$ cat config.mk
export PLATFORM = sky130hd
export DESIGN_NAME = bcd_updown_counter
export DESIGN_NICKNAME = d
export VERILOG_FILES = /design/src/rtl/bcd_updown_counter.sv
export SDC_FILE = /design/constraint.sdc
export NUM_CORES = 1
export LEC_CHECK = 0
export BUFFER_PORTS_ARGS = -buffer_cell sky130_fd_sc_hd__buf_2
export CORE_UTILIZATION = 40
export CTS_BUF_LIST = sky130_fd_sc_hd__clkbuf_4 sky130_fd_sc_hd__clkbuf_8
export CTS_CLUSTER_SIZE = 25
export DETAILED_ROUTE_END_ITERATION = 7
export SLEW_MARGIN = 15
export SYNTH_ARGS = -nofsm -noshare
export SYNTH_HDL_FRONTEND = slang
export SYNTH_SLANG_ARGS = --single-unit
$ cat constraint.sdc
create_clock -name clk -period 2.3 [get_ports clk]
set_input_delay 0.46 -clock clk [delete_from_list [all_inputs] [get_ports clk]]
set_output_delay 0.46 -clock clk [all_outputs]
set_load 0.01 [all_outputs]
$ cat src/rtl/bcd_updown_counter.sv
// Multi-digit BCD up/down counter with clear, load, wrap and illegal-load flags.
// One-cycle latency for count/wrap/load_err, tc is combinational; no backpressure, steps every enabled edge.
module bcd_updown_counter #(
  parameter int DIGITS = 4
) (
  input  logic                clk,
  input  logic                rst_n,
  input  logic                en,
  input  logic                up,
  input  logic                clr,
  input  logic                load,
  input  logic [4*DIGITS-1:0] load_val,
  output logic [4*DIGITS-1:0] count,
  output logic                tc,
  output logic                wrap,
  output logic                load_err
);

  localparam int W = 4 * DIGITS;

  logic [W-1:0] inc_val;
  logic [W-1:0] dec_val;
  logic [W-1:0] load_clean;
  logic         all_nine;
  logic         all_zero;
  logic         load_bad;

  // Carry/borrow survive past the top digit only when every digit is 9 / 0,
  // so the chain outputs double as the terminal-count detectors.
  always_comb begin
    logic [3:0] d;
    logic       cy;
    logic       bw;
    d          = 4'd0;
    cy         = 1'b1;
    bw         = 1'b1;
    inc_val    = count;
    dec_val    = count;
    load_clean = '0;
    load_bad   = 1'b0;
    for (int i = 0; i < DIGITS; i++) begin
      d = count[4*i +: 4];
      if (cy) begin
        inc_val[4*i +: 4] = (d == 4'd9) ? 4'd0 : d + 4'd1;
        cy = (d == 4'd9);
      end
      if (bw) begin
        dec_val[4*i +: 4] = (d == 4'd0) ? 4'd9 : d - 4'd1;
        bw = (d == 4'd0);
      end
      d = load_val[4*i +: 4];
      if (d > 4'd9) begin
        load_bad = 1'b1;
      end else begin
        load_clean[4*i +: 4] = d;
      end
    end
    all_nine = cy;
    all_zero = bw;
  end

  assign tc = en & (up ? all_nine : all_zero);

  always_ff @(posedge clk or negedge rst_n) begin
    if (!rst_n) begin
      count    <= '0;
      wrap     <= 1'b0;
      load_err <= 1'b0;
    end else begin
      wrap     <= 1'b0;
      load_err <= 1'b0;
      if (clr) begin
        count <= '0;
      end else if (load) begin
        count    <= load_clean;
        load_err <= load_bad;
      end else if (en) begin
        count <= up ? inc_val : dec_val;
        wrap  <= up ? all_nine : all_zero;
      end
    end
  end

endmodule

---- Yosys cells after proc, flatten, opt, wreduce, memory -nomap -nowiden ----
Cells that the tools add are included.
word-level totals
  register bits after elaboration ......... 18
  bits in latches ......................... 0
  bits in writable memories ............... 0
  ROM bits ................................ 0
  output and inout port bits .............. 19
  logic and storage cells ................. 75
  memories ................................ 0
cells by class
  add/sub/neg operators ................... 8
  $mul .................................... 0
  divide/modulo/power cells ............... 0
  order comparisons ....................... 4
  eq/ne operators ......................... 7
  shift-type cells ........................ 0
  mux-type cells .......................... 38
  bitwise operators ....................... 1
  reductions and logical operators ........ 11
operators by type and width
  kind                 number
  $mux 4               18
  $mux 16              4
  $add 4x1->4 const B  4
  $eq 4x4->1 const B   4
  $gt 4x4->1 const B   4
  $logic_not 4->1      4
  $mux 1               16
  $sub 4x1->4 const B  4
  $ne 4x1->1 const B   3
  $reduce_bool 4->1    3
  $reduce_and 3->1     3
  $reduce_bool 3->1    1
  $and 1x1->1          1

---- Depth between registers and ports, before layout ----
  word-level depth ........................ 8
  mapped depth ............................ 8
  depth with buffers taken out ............ 5

---- Least setup slack after synthesis ----
OpenSTA, ideal clock, no wires.
  path type ............................... reg-to-output
  start ................................... register count[5]
  end ..................................... output port tc
  data arrival time ....................... 1.925 ns
  required time ........................... 1.840 ns
  slack ................................... -0.085 ns
  stages on the path, launching flop included .. 7
  path buffers ............................ 1
  path through ............................ dfrtp_1 -> buf_6 -> or4_4 -> nor4_4 -> nor4b_2 -> a31oi_1 -> nor2_1
on the way
  longest elaborated chain between the ends .. 6
ends and longest elaborated chain
  what                                                  RTL line  source
  from (decl)                                           13        output logic [4*DIGITS-1:0] count,
  from (signal assigned)                                75        count <= load_clean;
  from (signal assigned)                                78        count <= up ? inc_val : dec_val;
  $eq 4x4->1 / $logic_not 4->1 (equally long branches)  45, 49
  $mux 1 (on tied branches) (3 in series)               43, 47
  $mux 1 (*)                                            62        assign tc = en & (up ? all_nine : all_zero);
  $and 1x1->1 (*)                                       62
  to (decl)                                             14        output logic tc,
Every way passes the cells marked *; elsewhere a longest branch is shown, timed or not.

---- Final worst setup path ----
  start ................................... register count[1]
  end ..................................... output port tc
Same word-level chain as after synthesis.

==> impl_metrics.tcl <==
set metrics [dict create \
    run_status "complete, but fails checks" \
    failing_checks "setup timing" \
    crit_arrival_ps 2120 \
    seq_cell_area_um2 450.4 \
    max_freq_mhz 387.3 \
    report.final.setup_viol 1 \
    fp.coreArea_um2 4115 \
    cp-start-kind "flip-flop" \
    nets 296 \
    setup_slack_ps -281.7 \
    chipWidth_um 68.41 \
    synthXorXnorAreaFrac_pct 4.468 \
    path_clk_slew_ps 80 \
    post_synthesis_share_of_cell_area_spent_on_and_or_nand_and_nor_gates_pct 30.64 \
    ys.warnings.count 0 \
    worst_vdd_rail_ir_drop_mv 0.3658 \
    via_count_of_the_first_global_routing_pass 1615 \
    die-height_um 68.41 \
    drv_slew 0 \
    postSynthRegisterBits 18 \
    synth-edff-count 0 \
    worst-slew-pin-transition_ps 640.6 \
    worstPathMaxFanout 2 \
    postSynthNetCount 246 \
    drt_iter0_drc 152 \
    total_congestion_overflow_after_global_routing 0 \
    syn-cell-area_um2 1764 \
    post-dp-hpwl_um 3609 \
    ys_top_cells_by_area "dfrtp_1 (26%), nor2_1 (4.0%), a21oi_1 (4.0%), xnor2_1 (4.0%), o21ai_0 (3.7%)" \
    synth_top_family_by_area "simple AND/OR/NAND/NOR gates" \
    timing.final.hold_violations 0 \
    cts_hold_repair.buffers 0 \
    post-place-cells 317 \
    period_minus_slack_ps 2582 \
    area_growth_syn_to_layout_pct 23.40 \
    required_ps 1840 \
    globalplace.congestion 0.7912 \
    cts_max_level 1 \
    fillers 422 \
    drt-total-wl_um 4893 \
    detailroute.via_count 1864 \
    track_usage_pct 22.85 \
    cts-root-to-sink-buffers 2 \
    max-cap-violations 0 \
    tritoncts.num_buffers 3 \
    cts_tree "yes" \
    global_route_wire_length_before_repair_um 7859 \
    synth_cell_type_count 59 \
    pin_count_of_the_biggest_net_entering_global_routing 22 \
    final_cell_count_no_fill 323 \
    area_of_the_multi_input_gates_um2 1176 \
    avgRoutedWirePerCell_um 15.15 \
    final.period_utilization_pct 112.2 \
    synth_compound_area_share_pct 29.08 \
    library_cell_used_as_clock_root_buffer "clkbuf_8" \
    clkSinkCount 18 \
    antenna_cells_inserted 0 \
    drive_gt1_share_pct 31.50 \
    synth_ff_type "dfrtp_1" \
    slew-limit-headroom_pct 56.94 \
    initial_standard_cell_utilization_of_the_core_pct 42.87 \
    clk-insertion-delay-late_ps 270 \
    cp-end-kind "output pin" \
    grt_setup_unrepaired "yes" \
    fp-row-count 23 \
    antenna_left 0 \
    clock-skew-final_ps 13.28 \
    antenna_violations_before_repair 0 \
    drt-pass1-iter-count 4 \
    power.static_leakage_nw 0.9336 \
    drcViolationCount 0 \
    post_synth_fa_ha_maj_area_fraction_pct 0 \
    yosys-mux-area-fraction_pct 1.773 \
    timing.hold.worst.class "input pin to async pin" \
    synthesized_instance_count 224 \
    post-synth-top-area-fraction_pct 25.53 \
    routed_via_count_divided_by_cell_count 5.771 \
    synth_area_leader_cell "dfrtp_1" \
    die_area_um2 4680 \
    type_of_the_setup_path_with_the_least_slack "flip-flop to output pin" \
    top_level_ports 41 \
    yosysSeqAreaShare_pct 25.53 \
    port-buffer-count 40 \
    synthArstFlopShare_pct 100.0 \
    power_per_cell_area_nw_per_um2 457.3 \
    synth.avg_cell_area_um2 7.876 \
    final.hold.worst_slack_ps 126.9 \
]
## sequential cells by signal, indices dropped and copies added, names as in the netlist
| signal | flops |
|---|---|
| wrap | 1 |
| count | 16 |
| load_err | 1 |
## synth_stat cells (7+ instances only)
cell	n
a21oi_1	14
nor3_1	7
dfrtp_1	18
nand2_1	17
o21ai_0	13
clkbuf_1	11
xnor2_1	8
nor2_1	19
## kinds of logic after synthesis
| logic type | Yosys count |
|---|---|
| multiplexers | 3 |
| AO/OA/AOI/OAI | 74 |
| flip-flops | 18 |
| AND/OR/NAND/NOR | 91 |
| buffers and inverters | 29 |
| XOR/XNOR | 9 |
## cells in the final DEF (no fill, tap or decap), types with 5 or more instances in the layout
cell      count
buf_2        40
buf_4        28
nor3_1        7
o21ai_0      13
dfrtp_1      18
inv_1         6
o22ai_1       6
a21oi_1      14
nand2b_1      6
a211oi_1      5
nor2b_1       6
nand2_1      17
nand3_1       6
nor2_1       19
xnor2_1       8
## report_power, final
group / leakage (nW) / switching [mW] / internal [mW] / total, mW
Clock: 0.0288 / 0.117 / 0.152 / 0.269
Sequential: 0.241 / 0.0286 / 0.336 / 0.365
Combinational: 0.664 / 0.193 / 0.168 / 0.362
## critical path, cell delays in order, from the launching register on
cell     delay [ps]
dfrtp_1         380
or4_4           560
nor4_4          320
nor4b_2         240
a31oi_1         100
nor2_1          130
buf_2           140
## stage by stage
stage | worst slack, ps | utilization, % | total power, mW | TNS [ps] | instance area (um2)
final | -281.7 | 52.90 | 0.9956 | -281.7 | 2177
after detailed placement | 20.29 | 50.90 | 0.7243 | 0 | 2095
after global placement | 55.80 | 50.90 | 0.7219 | 0 | 2095
after floorplan | -79.13 | - | 0.6004 | -79.13 | 1764
after global routing | -377.2 | 52.90 | 1.059 | -377.2 | 2177
after CTS | -235.1 | 52.60 | 0.9950 | -235.1 | 2165
## final cells by class
class	count	area share [%]
repair buffers	68	18.85
clock buffers	4	2.529
well taps	50	2.874
flip-flops and latches	18	20.69
multi-input cells	177	54.02
inverters	6	1.034
## layer usage
layer / vias up / wire (um) / track usage, %
met5: - / 0 / 0
li1: 929 / - / -
met3: 4 / 290 / 6.000
met4: 0 / 27 / 3.646
met2: 61 / 2178 / 35.66
met1: 870 / 2397 / 31.79
## final timing paths
path | startpoint | slack (ps) | cells past startpoint | to
setup / recovery | count[1] | -280 | 6 | tc
hold / removal | rst_n | 130 | 1 | wrap
setup reg to reg | count[6] | 240 | 6 | count[12]
hold reg to reg | count[11] | 670 | 2 | count[11]
max in group asynchronous | rst_n | 1850 | 1 | count[5]
min in group clk | load_val[2] | 470 | 3 | count[2]
## repair_timing
action / in CTS / in global routing
gates cloned: 0 / 0
buffers inserted: 2 / 0
pin swaps: 2 / 0
setup endpoints to repair: 1 / 3
resized for setup: 0 / 2
Power figures use the tool's default switching activity.
